--- src/rtl/uart_pkg.sv ---
// uart_pkg: CTRL bit indices, oversampling constants and FSM state types for uart_reg_core
package uart_pkg;
  localparam int CTRL_EN        = 0;
  localparam int CTRL_TX_PEND   = 1;
  localparam int CTRL_TX_BUSY   = 2;
  localparam int CTRL_RX_VALID  = 3;
  localparam int CTRL_LOOPBACK  = 4;
  localparam int CTRL_FRAME_ERR = 5;
  localparam int CTRL_OVERRUN   = 6;
  localparam int OVERSAMPLE     = 16;
  localparam int MID_SAMPLE     = 7;
  typedef enum logic [1:0] {TX_IDLE, TX_START, TX_DATA, TX_STOP} tx_state_t;
  typedef enum logic [1:0] {RX_IDLE, RX_START, RX_DATA, RX_STOP} rx_state_t;
endpackage

--- src/rtl/uart_baud_tick.sv ---
// uart_baud_tick: free-running BAUD_DIV counter producing a 1-cycle oversample tick
module uart_baud_tick #(
  parameter logic [15:0] BAUD_DIV = 16'd2
) (
  input  logic Clk,
  input  logic Rst,
  output logic tick
);
  logic [15:0] cnt;
  assign tick = cnt == BAUD_DIV - 16'd1;
  always_ff @(posedge Clk)
    cnt <= (Rst || tick) ? 16'd0 : cnt + 16'd1;
endmodule

--- src/rtl/uart_reg_core.sv ---
// uart_reg_core: register-mapped 8N1 UART (tick generator, TX, RX, CTRL/DATA registers)
// Optional feature: define UART_LOOPBACK_EN to make CTRL[4] route internal Tx into the receiver.
module uart_reg_core
  import uart_pkg::*;
#(
  parameter logic [15:0] BAUD_DIV = 16'd2,
  parameter int          NBITS    = 8
) (
  input  logic        Clk,
  input  logic        Rst,
  input  logic        Rx,
  output logic        Tx,
  input  logic        reg_sel_i,
  input  logic        wr_i,
  input  logic [31:0] data_i,
  output logic [31:0] data_o
);
  localparam logic [3:0] LAST_TICK = 4'(OVERSAMPLE - 1);
  localparam logic [3:0] MID_TICK  = 4'(MID_SAMPLE);
  localparam logic [2:0] LAST_BIT  = 3'(NBITS - 1);

  logic tick, en, tx_pend, tx_busy, rx_valid, frame_err, overrun, loopback;
  logic rx_s1, rx_s2, rx_in, ctrl_wr, data_wr, unused_hi;
  logic [NBITS-1:0] tx_hold, tx_shift, rx_shift, rx_byte;
  logic [3:0] tx_cnt, rx_cnt;
  logic [2:0] tx_bit, rx_bit;
  logic [31:0] ctrl;
  tx_state_t tx_state;
  rx_state_t rx_state;

  uart_baud_tick #(.BAUD_DIV(BAUD_DIV)) u_tick (.Clk(Clk), .Rst(Rst), .tick(tick));

  assign ctrl_wr   = wr_i && !reg_sel_i;
  assign data_wr   = wr_i && reg_sel_i;
  assign unused_hi = ^data_i[31:8];

`ifdef UART_LOOPBACK_EN
  always_ff @(posedge Clk)
    loopback <= Rst ? 1'b0 : (ctrl_wr ? data_i[CTRL_LOOPBACK] : loopback);
`else
  assign loopback = 1'b0;
`endif

  // Synchronizer resets to the idle line level so a fresh enable never sees a false start
  always_ff @(posedge Clk) begin
    rx_s1 <= Rst ? 1'b1 : Rx;
    rx_s2 <= Rst ? 1'b1 : rx_s1;
  end
  assign rx_in = loopback ? Tx : rx_s2;

  // Host write to DATA comes after the FSM so a same-cycle write re-arms TX_PEND
  always_ff @(posedge Clk) begin
    if (Rst) begin
      tx_state <= TX_IDLE;
      Tx       <= 1'b1;
      tx_pend  <= 1'b0;
      tx_busy  <= 1'b0;
      tx_hold  <= '0;
      tx_shift <= '0;
      tx_cnt   <= '0;
      tx_bit   <= '0;
    end else begin
      if (tick) begin
        tx_cnt <= tx_cnt + 4'd1;
        case (tx_state)
          TX_IDLE: if (en && tx_pend) begin
            tx_state <= TX_START;
            tx_shift <= tx_hold;
            tx_pend  <= 1'b0;
            tx_busy  <= 1'b1;
            Tx       <= 1'b0;
            tx_cnt   <= '0;
          end
          TX_START: if (tx_cnt == LAST_TICK) begin
            tx_state <= TX_DATA;
            Tx       <= tx_shift[0];
            tx_bit   <= '0;
          end
          TX_DATA: if (tx_cnt == LAST_TICK) begin
            tx_shift <= tx_shift >> 1;
            tx_bit   <= tx_bit + 3'd1;
            tx_state <= (tx_bit == LAST_BIT) ? TX_STOP : TX_DATA;
            Tx       <= (tx_bit == LAST_BIT) ? 1'b1 : tx_shift[1];
          end
          TX_STOP: if (tx_cnt == LAST_TICK) begin
            tx_state <= TX_IDLE;
            tx_busy  <= 1'b0;
          end
        endcase
      end
      if (data_wr) begin
        tx_hold <= data_i[NBITS-1:0];
        tx_pend <= 1'b1;
      end
    end
  end

  // W1C first, hardware sets afterwards so a simultaneous set wins
  always_ff @(posedge Clk) begin
    if (Rst) begin
      rx_state  <= RX_IDLE;
      en        <= 1'b0;
      rx_valid  <= 1'b0;
      frame_err <= 1'b0;
      overrun   <= 1'b0;
      rx_shift  <= '0;
      rx_byte   <= '0;
      rx_cnt    <= '0;
      rx_bit    <= '0;
    end else begin
      if (ctrl_wr) begin
        en <= data_i[CTRL_EN];
        if (data_i[CTRL_RX_VALID])  rx_valid  <= 1'b0;
        if (data_i[CTRL_FRAME_ERR]) frame_err <= 1'b0;
        if (data_i[CTRL_OVERRUN])   overrun   <= 1'b0;
      end
      if (!en)
        rx_state <= RX_IDLE;
      else if (tick) begin
        rx_cnt <= rx_cnt + 4'd1;
        case (rx_state)
          RX_IDLE: if (!rx_in) begin
            rx_state <= RX_START;
            rx_cnt   <= '0;
          end
          RX_START: if (rx_cnt == MID_TICK) begin
            rx_state <= rx_in ? RX_IDLE : RX_DATA;
            rx_cnt   <= '0;
            rx_bit   <= '0;
          end
          RX_DATA: if (rx_cnt == LAST_TICK) begin
            rx_shift <= {rx_in, rx_shift[NBITS-1:1]};
            rx_bit   <= rx_bit + 3'd1;
            rx_state <= (rx_bit == LAST_BIT) ? RX_STOP : RX_DATA;
          end
          RX_STOP: if (rx_cnt == LAST_TICK) begin
            rx_state <= RX_IDLE;
            rx_byte  <= rx_shift;
            rx_valid <= 1'b1;
            if (rx_valid) overrun   <= 1'b1;
            if (!rx_in)   frame_err <= 1'b1;
          end
        endcase
      end
    end
  end

  always_comb begin
    ctrl                 = '0;
    ctrl[CTRL_EN]        = en;
    ctrl[CTRL_TX_PEND]   = tx_pend;
    ctrl[CTRL_TX_BUSY]   = tx_busy;
    ctrl[CTRL_RX_VALID]  = rx_valid;
    ctrl[CTRL_LOOPBACK]  = loopback;
    ctrl[CTRL_FRAME_ERR] = frame_err;
    ctrl[CTRL_OVERRUN]   = overrun;
  end

  assign data_o = reg_sel_i ? {{(32-NBITS){1'b0}}, rx_byte} : ctrl;
endmodule

--- config.mk ---
export PLATFORM = sky130hd
export DESIGN_NAME = uart_reg_core
export DESIGN_NICKNAME = d
export VERILOG_FILES = /design/src/rtl/uart_pkg.sv /design/src/rtl/uart_baud_tick.sv /design/src/rtl/uart_reg_core.sv
export SDC_FILE = /design/constraint.sdc
export NUM_CORES = 1
export LEC_CHECK = 0
export ABC_AREA = 1
export CAP_MARGIN = 20
export CORE_MARGIN = 2
export CORE_UTILIZATION = 30
export CTS_BUF_LIST = sky130_fd_sc_hd__clkbuf_8
export CTS_CLUSTER_SIZE = 8
export DETAILED_ROUTE_END_ITERATION = 16
export PLACE_DENSITY_LB_ADDON = 0.15
export SLEW_MARGIN = 40
export SYNTH_ARGS = -nofsm -noshare
export SYNTH_HDL_FRONTEND = slang
export SYNTH_SLANG_ARGS = --single-unit
--- constraint.sdc ---
create_clock -name Clk -period 2.8 [get_ports Clk]
set_clock_uncertainty 0.15 [all_clocks]
set_input_delay 0.42 -clock Clk [delete_from_list [all_inputs] [get_ports Clk]]
set_output_delay 0.42 -clock Clk [all_outputs]
set_load 0.005 [all_outputs]
### Word-level counts from Yosys, hierarchy flattened

Cells that the tools add are included.

* flip-flop bits (word level): 75
* output and inout port bits: 33

* $add $sub $neg: 5
* equality and inequality tests: 20
* mux-type cells: 59
* bitwise operators: 1
* reduce and logical (&&, ||, !) cells: 27

Operators with widths (count)
* 1-bit 2-to-1 mux: 31
* 8-bit 2-to-1 mux: 3
* 4-bit AND reduction: 5
* 5-bit AND reduction: 4
* 2-bit 2-to-1 mux: 9
* 16-bit by 1-bit adder with 16-bit output, second input constant: 1
* 16-bit by 1-bit == test with 1-bit output, second input constant: 1
* 4-bit 2-to-1 mux: 4
* 2-bit != test, second input constant: 8
* 2-bit one-hot mux with 4 select lines: 2
* 8-bit one-hot mux with 2 select lines: 1
* 2-bit nonzero test: 7
* 3-bit 2-to-1 mux: 4
* 3-bit one-hot mux with 2 select lines: 2
* 4-bit by 1-bit adder with 4-bit output, second input constant: 2
* 2-bit == test, second input constant: 4
* 4-bit == test, second input constant: 2
* 4-bit one-hot mux with 2 select lines: 1
* 3-bit by 1-bit adder with 3-bit output, second input constant: 2
* 3-bit == test, second input constant: 2
* 2-bit by 1-bit == test with 1-bit output, second input constant: 2
* 4-bit by 3-bit == test with 1-bit output, second input constant: 1
* 2-bit zero test: 2
* 1-bit logical AND: 3
* other kinds (9): 9

### Longest topological paths before layout

* depth in word-level cells: 8
* mapped depth: 12
* depth with buffers taken out: 12

### By module

A second synthesis with hierarchy kept.

* cells, all modules: 530
* area total of the unflattened synthesis: 3832.4 sq um

Modules (own cells, without submodules)
* uart_reg_core: times used 1, cells each 396, area each 2944.1 sq um, sequential area each 1181.1 sq um
* uart_baud_tick: times used 1, cells each 134, area each 888.4 sq um, sequential area each 320.3 sq um

### Least setup slack after synthesis

No wires, ideal clock.

* path type: register to register
* start: register u_tick.cnt[0]
* end: register tx_shift[0]
* library setup time: 0.116 ns
* arrival: 1.406 ns
* data required time: 2.534 ns
* slack: 1.128 ns
* cell stages (with the launch flop): 11
* path through: dfxtp_1 -> ha_1 -> inv_1 -> nor2_1 -> nand2_1 -> nor2_4 -> nand2_4 -> nor2_4 -> inv_1 -> nor2_1 -> nor2_1

* longest elaborated chain between the ends: 2

RTL lines
* from (decl): line uart_baud_tick.sv:9 `logic [15:0] cnt;`
* from (signal assigned): line uart_baud_tick.sv:12 `cnt <= (Rst || tick) ? 16'd0 : cnt + 16'd1;`
* 16-bit by 1-bit == test with 1-bit output: line uart_baud_tick.sv:10 `assign tick = cnt == BAUD_DIV - 16'd1;`
* 4-bit AND reduction (no source line)
* to (signal assigned): line uart_reg_core.sv:68 `tx_shift <= tx_hold;`
* to (signal assigned): line uart_reg_core.sv:80 `tx_shift <= tx_shift >> 1;`
* to (decl): line uart_reg_core.sv:24 `logic [NBITS-1:0] tx_hold, tx_shift, rx_shift, rx_byte;`

Every way passes these cells.
A chain may end at the register's enable or synchronous reset.

### Worst setup path after layout

* start: input port reg_sel_i
* end: output port data_o[0]

* longest elaborated chain between the ends: 1

RTL lines
* from (decl): line uart_reg_core.sv:13 `input logic reg_sel_i,`
* 8-bit 2-to-1 mux: line uart_reg_core.sv:159 `assign data_o = reg_sel_i ? {{(32-NBITS){1'b0}}, rx_byte} : ctrl;`
* to (decl): line uart_reg_core.sv:16 `output logic [31:0] data_o`

Every way passes these cells.

==> flow_metrics.env <==
export IMPL_criticalPathCategory="in2out"
export IMPL_layout_drive_gt1_share=0.0766
export IMPL_grt_overflow_total=0
export IMPL_post_route_period_util=0.889
export IMPL_yosysWarnings=0
export IMPL_vias_per_cell=4.44
export IMPL_rsz0062_at_grt="false"
export IMPL_clock_path_buffers=2
export IMPL_worstPathMaxFanout=12
export IMPL_dp_hpwl_um=5740
export IMPL_timing_rr_start="u_tick.cnt[0]"
export IMPL_numCtsBuffers=9
export IMPL_cts_sinks=75
export IMPL_path_buf_inv=2
export IMPL_min_from="rx_s1"
export IMPL_dieArea_um2=13400
export IMPL_ant_nets=0
export IMPL_ys_seq_area_frac=0.400
export IMPL_cts_resized=0
export IMPL_diodes=0
export IMPL_reg2reg_slack_ns=0.66
export IMPL_rows=40
export IMPL_cts_max_level=3
export IMPL_synth_edf_count=0
export IMPL_grt_pass1_vias=3005
export IMPL_yosysMostFrequentCell="nand2_1"
export IMPL_yosysTopAreaCellShare=0.400
export IMPL_clock_latency_ns=0.36
export IMPL_holdPathEnd="rx_in"
export IMPL_leakagePower_nw=1.81
export IMPL_gp_congestion=0.747
export IMPL_die_width_um=116
export IMPL_cts_hold_buffers=0
export IMPL_min_path_type="reg2reg"
export IMPL_syn_inst=532
export IMPL_drc=0
export IMPL_reg2regPathDepth=9
export IMPL_max_freq_mhz=402
export IMPL_hold_depth=1
export IMPL_status="finished, final reports clean"
export IMPL_firstDrtPassIters=7
export IMPL_grt_max_degree=24
export IMPL_path_delay_family="buffers and inverters"
export IMPL_ys_async_sr_fraction=0
export IMPL_vias=3238
export IMPL_timing_max_cap_violations=0
export IMPL_drtIter0Drc=105
export IMPL_start_util=0.310
export IMPL_min_period_ns=2.49
export IMPL_antenna_found_initial=0
export IMPL_grt_pass1_wl_um=13900
export IMPL_crit_arrival_ns=1.92
export IMPL_setup_tns_ns=0
export IMPL_synth_top_cell_by_area="dfxtp_1"
export IMPL_area_growth_pct=13.0
export IMPL_synth_seq_cells=75
export IMPL_cp_end_kind="primary output"
export IMPL_die_y_um=116
export IMPL_synth_area_leaders="dfxtp_1 40%, nand2_1 11%, nor2_1 9.7%"
export IMPL_numPortBuffers=21
export IMPL_cts_clk_slew_worst_paths_ns=0.08
export IMPL_nets=607
export IMPL_io_pins=70
export IMPL_whs_ns=0.263
export IMPL_avgRoutedWirePerCell_um=10.9
export IMPL_r2r_end="rx_shift[7]"
export IMPL_peakVddDrop_mv=0.314
export IMPL_critPathRequiredTime_ns=2.23
export IMPL_ys_top_cells_by_count="107 x nand2_1, 97 x nor2_1, 75 x dfxtp_1, 45 x o21ai_0, 44 x inv_1"
export IMPL_ys_flop_type="dfxtp_1"
export IMPL_cts_tree="yes"
export IMPL_slew_violations=0
export IMPL_cts_setup_buffers=0
export IMPL_hold_viol=0
export IMPL_p_per_area_nw_per_um2=489
export IMPL_cp_cell_sequence="clkdlybuf4s50_1, o21ai_0, clkdlybuf4s50_1"
export IMPL_path_common_cell="clkdlybuf4s50_1"
export IMPL_grt_usage=0.130
export IMPL_fillCellCount=1374
export IMPL_critPathMaxStageDelay_ns=0.62
export IMPL_setup_viol=0
export IMPL_root_buffer="clkbuf_8"
export IMPL_avgSynthCellArea_um2=7.05
export IMPL_postRouteWirelength_um=7970
export IMPL_cp_start_kind="input port"
export IMPL_syn_area_um2=3750
export IMPL_yosys_cell_types_count=35
export IMPL_slowest_stage="clkdlybuf4s50_1"
export IMPL_core_um2=12100
[report_power, final]
part	leakage, nW	internal, mW	switching [mW]
Sequential	0.607	1.09	0.0191
Combinational	1.10	0.0670	0.129
Clock	0.0978	0.346	0.421
[layout by cell type (no fill, tap or decap)]
cell and n:
nand2_1 107, nor2_1 97, dfxtp_1 75, inv_1 45, o21ai_0 45, a21oi_1 30
nand3_1 27, conb_1 24, clkdlybuf4s50_1 21, ha_1 14, clkbuf_8 10, nand4_1 8
nor3_1 7, or2_2 5, buf_4 5, inv_2 3, nor2_4 3, nor3b_1 3
nand3_2 3, a21oi_2 3, nand3b_1 3, o22ai_1 3, nor2_2 2, clkinv_1 2
nand2_2 2, xor2_1 2, clkinv_2 2, clkinv_4 2, nand2_4 1, o211ai_1 1
nor2_8 1, o21ai_1 1, a21o_1 1, and3_1 1, nand2b_1 1, inv_6 1
[sequential cells by signal, summed over array words and instances (netlist names), named ones only]
register / cells
Tx: 1
en: 1
frame_err: 1
overrun: 1
rx_bit: 3
rx_byte: 8
rx_cnt: 4
rx_in: 1
rx_s1: 1
rx_shift: 8
rx_state: 1
rx_valid: 1
tx_bit: 3
tx_busy: 1
tx_cnt: 4
tx_hold: 8
tx_pend: 1
tx_shift: 8
tx_state: 2
u_tick.cnt: 16
[per-layer routing]
metal | track usage | share of wire
met3 | 0.0502 | 0.052
met4 | 0.0429 | 0.014
met2 | 0.203 | 0.44
met1 | 0.166 | 0.49
met5 | 0 | 0
[metrics by stage]
stage | cell area (um^2) | power (mW) | utilization | setup slack (ns) | instances
after global placement | 4060 | 1.33 | 0.335 | 0.286 | 713
after floorplan | 3840 | 1.30 | - | 1.13 | 555
after CTS | 4240 | 2.12 | 0.350 | 0.306 | 729
after global routing | 4240 | 2.20 | 0.350 | 0.223 | 729
after detailed placement | 4060 | 1.33 | 0.335 | 0.313 | 713
final | 4240 | 2.07 | 0.350 | 0.311 | 729
[cell type report]
type                            count  area (um^2)  area share
Sequential cell                    75         1500       0.354
Tap cell                          168          210      0.0496
Inverter                           49          184      0.0434
Timing Repair Buffer               26          248      0.0584
Clock buffer                       10          138      0.0325
Clock inverter                      6         40.0     0.00945
Multi-Input combinational cell    395         1920       0.452
[how the worst max path moves through the flow]
stage | depth (start not counted) | to | slack, ns | start
6_report | 3 | data_o[0] | 0.31 | reg_sel_i
3_5_place_dp | 4 | data_o[0] | 0.31 | reg_sel_i
4_1_cts | 4 | data_o[0] | 0.31 | reg_sel_i
2_1_floorplan | 10 | tx_shift[0] | 1.13 | u_tick.cnt[0]
3_3_place_gp | 3 | data_o[0] | 0.29 | reg_sel_i
5_1_grt | 5 | data_o[2] | 0.22 | reg_sel_i
[logic make-up after synthesis]
logic type,Yosys count,share of synthesized area
buffers and inverters,85,0.112
AO/OA/AOI/OAI,84,0.117
flip-flops,75,0.400
adder cells (fa/ha/maj),14,0.0467
XOR/XNOR,2,0.00467
AND/OR/NAND/NOR,271,0.318
other,1,0.000999
(Power assumes the default switching activity.)
==> RTL edit 1 (config.mk and constraints unchanged) <==
Compare `rx_cnt` against `MID_TICK` with >= in place of ==.
--- a/src/rtl/uart_reg_core.sv
+++ b/src/rtl/uart_reg_core.sv
@@ -123,7 +123,7 @@
             rx_state <= RX_START;
             rx_cnt   <= '0;
           end
-          RX_START: if (rx_cnt == MID_TICK) begin
+          RX_START: if (rx_cnt >= MID_TICK) begin
             rx_state <= rx_in ? RX_IDLE : RX_DATA;
             rx_cnt   <= '0;
             rx_bit   <= '0;
Formal check against the unedited RTL: same outputs for any inputs over 10 cycles, from zero or initial values and one cycle with Rst high; that may be too few to reach the edited logic, so the function may still have changed.
==> RTL edit 1 against the original RTL <==
- synthesized area increased by 4.2%
- via count increased by 1.8%
- critical path depth increased by 1
- cell area increased by 3.7%
- routed wire length increased by 1.3%
- count of clock-buffer cells in the layout increased by 2
- largest cell class unchanged
- sequential cell count unchanged
- largest power group unchanged
- hold slack got worse by 1.9 ps
- power increased by 2.9%
- setup slack got worse by 38 ps
- critical endpoint is now data_o[6]
==> RTL edit 1: results (changes against the original RTL) <==
.. list-table::
   :header-rows: 1

   * - Metric
     - Value
   * - Run status
     - finished, final reports clean (unchanged)
   * - Proportion of final cell area spent on non-clock buffers
     - 5.29% (was 5.84%)
   * - Clock tree cell share of total cell area
     - 4.33% (was 4.19%)
   * - Placed Cells
     - 743 (was 713)
   * - Worst vdd ir
     - 0.000217 V (was 0.000314 V)
   * - Fraction of power consumed by the clock network
     - 37.9% (was 37.0%)
   * - Layout cell share with drive strength beyond 1
     - 7.84% (was 7.66%)
   * - Fill cell instance count of the final layout
     - 1384 (was 1374)
   * - Post-Synthesis Cells
     - 559 (was 532)
   * - Global Route met3 Usage
     - 2.61% (was 5.02%)
   * - Count of non-CTS buffers in the layout
     - 24 (was 26)
   * - Worst endpoint data arrival time
     - 1960 ps (was 1920 ps)
   * - Number of distinct library cell variants in the gate-level netlist after synthesis
     - 37 (was 35)
   * - Overall power
     - 0.00214 W (was 0.00207 W)
   * - Via count
     - 3295 (was 3238)
   * - Adder-cell share of the synthesized area
     - 4.48% (was 4.67%)
   * - Post-layout net count
     - 633 (was 607)
   * - Global router's overall resource usage
     - 12.6% (was 13.0%)
   * - Global-route wire length before repair
     - 14.4 mm (was 13.9 mm)
   * - Sequential share of cell area
     - 34.2% (was 35.4%)
   * - GR Util met2
     - 20.7% (was 20.3%)
   * - Number of DRC markers after the initial detailed-route iteration
     - 155 (was 105)
   * - Final weighted congestion of routability-driven global placement
     - 0.784 (was 0.747)
   * - Final cell count without fillers
     - 759 (was 729)
   * - Count of TritonRoute iterations in the first routing pass
     - 4 (was 7)
   * - CLK BUF
     - 12 (was 10)
   * - Seq/Total Area, Yosys
     - 38.4% (was 40.0%)
   * - Commonest cells in the synthesized netlist
     - 124 x sky130_fd_sc_hd__nand2_1, 107 x sky130_fd_sc_hd__nor2_1, 75 x sky130_fd_sc_hd__dfxtp_1, 53 x sky130_fd_sc_hd__inv_1, 34 x sky130_fd_sc_hd__o21ai_0 (was 107 x sky130_fd_sc_hd__nand2_1, 97 x sky130_fd_sc_hd__nor2_1, 75 x sky130_fd_sc_hd__dfxtp_1, 45 x sky130_fd_sc_hd__o21ai_0, 44 x sky130_fd_sc_hd__inv_1)
   * - Multi-input logic portion of the cell area
     - 46.3% (was 45.2%)
   * - DR WL met2
     - 3.75 mm (was 3.54 mm)
   * - Post-route met1 wirelength
     - 3.88 mm (was 3.91 mm)
   * - Fraction of met1 tracks used by global routing
     - 15.9% (was 16.6%)
   * - Post-synthesis compound-gate area fraction
     - 8.96% (was 11.7%)
   * - Post-Synth XOR/XNOR Area
     - 1.34% (was 0.467%)
   * - Leakage
     - 1.90 nW (was 1.81 nW)
   * - Multi-input logic cell count
     - 414 (was 395)
   * - Wire length on met3
     - 285 microns (was 414 microns)
   * - Detailed placer's ending HPWL
     - 5.91 mm (was 5.74 mm)
   * - Number of non-clock inverters
     - 58 (was 49)
   * - Placed cell areas
     - 4210 sq um (was 4060 sq um)
   * - Total wire length
     - 8.07 mm (was 7.97 mm)
RTL edit 1: cell count changes after synthesis, moves of 4 or more:
cell,before,now
sky130_fd_sc_hd__o21ai_0,45,34
sky130_fd_sc_hd__clkbuf_1,8,4
sky130_fd_sc_hd__nor2_1,97,107
sky130_fd_sc_hd__mux2i_1,0,6
sky130_fd_sc_hd__nand3_1,27,31
sky130_fd_sc_hd__inv_1,44,53
sky130_fd_sc_hd__a21oi_1,30,26
sky130_fd_sc_hd__nand2_1,107,124
RTL edit 1: final timing paths:
kind	to	slack [ps]	depth (start not counted)
setup reg to reg	tx_shift[6]	520	7
hold reg to reg	rx_in	260	1
hold / removal	rx_in	260	1
setup / recovery	data_o[6]	270	4
==> RTL edit 2 (config.mk and constraints unchanged) <==
Made on the original files. Change the parameter `NBITS` from 8 to 12.
--- a/src/rtl/uart_reg_core.sv
+++ b/src/rtl/uart_reg_core.sv
@@ -4,7 +4,7 @@
   import uart_pkg::*;
 #(
   parameter logic [15:0] BAUD_DIV = 16'd2,
-  parameter int          NBITS    = 8
+  parameter int          NBITS    = 12
 ) (
   input  logic        Clk,
   input  logic        Rst,
Behaviour: same outputs for any inputs over 10 cycles, from zero or initial values and one cycle with Rst high; that may be too few to reach the edited logic, so the function may still have changed.
==> RTL edit 2 against the original RTL <==
- clock power increased by 29%
- sequential cell count grew 16
- register-to-register slack worse by 200 ps
- maximum frequency increased by 1.5%
- routed wire length up 22%
- synthesized area is 16% higher
- sequential power grew 23%
- final cell count is 15% higher
- setup slack gained 37 ps
- power up 25%
- combinational power grew 17%
- cell area is 17% higher
- critical path type unchanged
- critical endpoint is now data_o[2]
- highest routed layer unchanged
==> RTL edit 2: results (changes against the original RTL) <==
.. list-table::
   :header-rows: 1

   * - Metric
     - Value
   * - Fraction of met1 tracks used by global routing
     - 16.1% (was 16.6%)
   * - Top area cells in the synthesized netlist
     - sky130_fd_sc_hd__dfxtp_1 42%, sky130_fd_sc_hd__nor2_1 11%, sky130_fd_sc_hd__nand2_1 11%, sky130_fd_sc_hd__o21ai_0 6.4%, sky130_fd_sc_hd__a21oi_1 4.4% (was sky130_fd_sc_hd__dfxtp_1 40%, sky130_fd_sc_hd__nand2_1 11%, sky130_fd_sc_hd__nor2_1 9.7%, sky130_fd_sc_hd__o21ai_0 6.0%, sky130_fd_sc_hd__buf_4 4.8%)
   * - Overall power
     - 0.00259 W (was 0.00207 W)
   * - Worst-skew pair later-pin latency
     - 380 ps (was 360 ps)
   * - Global router's overall resource usage
     - 13.2% (was 13.0%)
   * - Run status
     - finished, final reports clean (unchanged)
   * - Via count
     - 3787 (was 3238)
   * - GR Util met2
     - 22.4% (was 20.3%)
   * - Layout cell share with drive strength beyond 1
     - 7.20% (was 7.66%)
   * - Switching power share of the total
     - 27.4% (about the same)
   * - Count of TritonRoute iterations in the first routing pass
     - 4 (was 7)
   * - Clock-pin slew on the worst setup and hold paths
     - 100 ps (was 80 ps)
   * - Number of distinct library cell variants in the gate-level netlist after synthesis
     - 32 (was 35)
   * - Slowest cell delay on critical path
     - 570 ps (was 620 ps)
   * - Path depth of the worst reg2reg path
     - 10 (was 9)
   * - Worst endpoint data arrival time
     - 1880 ps (was 1920 ps)
   * - Worst vdd ir
     - 0.000200 V (was 0.000314 V)
   * - Detailed placer's ending HPWL
     - 6.77 mm (was 5.74 mm)
   * - Proportion of power drawn by flip-flops and latches
     - 52.8% (was 53.6%)
   * - Post-layout net count
     - 699 (was 607)
   * - Max-cap violations
     - 0 (unchanged)
   * - Seq/Total Area, Yosys
     - 41.7% (was 40.0%)
   * - Fill cell instance count of the final layout
     - 1587 (was 1374)
   * - Post-route met1 wirelength
     - 4.73 mm (was 3.91 mm)
   * - Critical path fanouts, max
     - 16 (was 12)
   * - Power in the clock group
     - 0.000992 W (was 0.000767 W)
   * - Pin count of the biggest net entering global routing
     - 51 (was 24)
   * - Placed cell areas
     - 4750 sq um (was 4060 sq um)
   * - Wire length on met3
     - 309 microns (was 414 microns)
   * - Drt wl/cell
     - 11.6 microns (was 10.9 microns)
   * - Global Route met3 Usage
     - 2.79% (was 5.02%)
   * - Commonest cells in the synthesized netlist
     - 131 x sky130_fd_sc_hd__nor2_1, 124 x sky130_fd_sc_hd__nand2_1, 91 x sky130_fd_sc_hd__dfxtp_1, 56 x sky130_fd_sc_hd__o21ai_0, 47 x sky130_fd_sc_hd__inv_1 (was 107 x sky130_fd_sc_hd__nand2_1, 97 x sky130_fd_sc_hd__nor2_1, 75 x sky130_fd_sc_hd__dfxtp_1, 45 x sky130_fd_sc_hd__o21ai_0, 44 x sky130_fd_sc_hd__inv_1)
   * - Global-route wire length before repair
     - 16.9 mm (was 13.9 mm)
## RTL edit 2: changes by cell type after synthesis, sizes merged, moves of 5 or more
| cell | unedited run | this run |
|---|---|---|
| nor2 | 103 | 141 |
| o21ai | 46 | 66 |
| nand2 | 110 | 126 |
| a21oi | 33 | 38 |
| dfxtp | 75 | 91 |
| nand3 | 30 | 24 |
## RTL edit 2: logic make-up after synthesis
| kind of cell | after synthesis | synth area share [%] |
|---|---|---|
| simple gates | 311 | 29.6 |
| compound gates | 109 | 12.9 |
| buf+inv | 94 | 10.8 |
| flops | 91 | 41.7 |
| fa+ha+maj | 14 | 4.01 |
| xor+xnor | 5 | 1.00 |
| other cells | 1 | 0.0858 |
## RTL edit 2: worst max-delay path: cells and delay by family
family,cells,cell delay (ps)
AOI/OAI and AO/OA,1,280
buffers and inverters,3,1180
## RTL edit 2: final timing paths
kind / from / to / slack [ps]
worst max-delay path: reg_sel_i / data_o[2] / 350
worst min-delay path: rx_s1 / rx_in / 280
worst max register to register: u_tick.cnt[0] / u_tick.cnt[14] / 460
worst min register to register: rx_s1 / rx_in / 280
## RTL edit 2: cell type report
type	instances	area [sq um]	area share, %
multi-input combinational	459	2150	43.3
sequential	91	1820	36.7
timing repair buffer	36	355	7.16
tap	184	230	4.64
inverter	51	191	3.86
clock buffer	10	138	2.77
clock inverter	6	77.6	1.56
## RTL edit 2: metrics by stage
| step | setup slack (ps) | hold slack [ps] | cells | utilization, % |
|---|---|---|---|---|
| 3_3_place_gp | 331 | 251 | 821 | 33.0 |
| 5_1_grt | 129 | 296 | 837 | 34.5 |
| 3_5_place_dp | 354 | 246 | 821 | 33.0 |
| 2_1_floorplan | 1040 | 239 | 644 | - |
| 6_report | 348 | 278 | 837 | 34.5 |
| 4_1_cts | 333 | 279 | 837 | 34.5 |
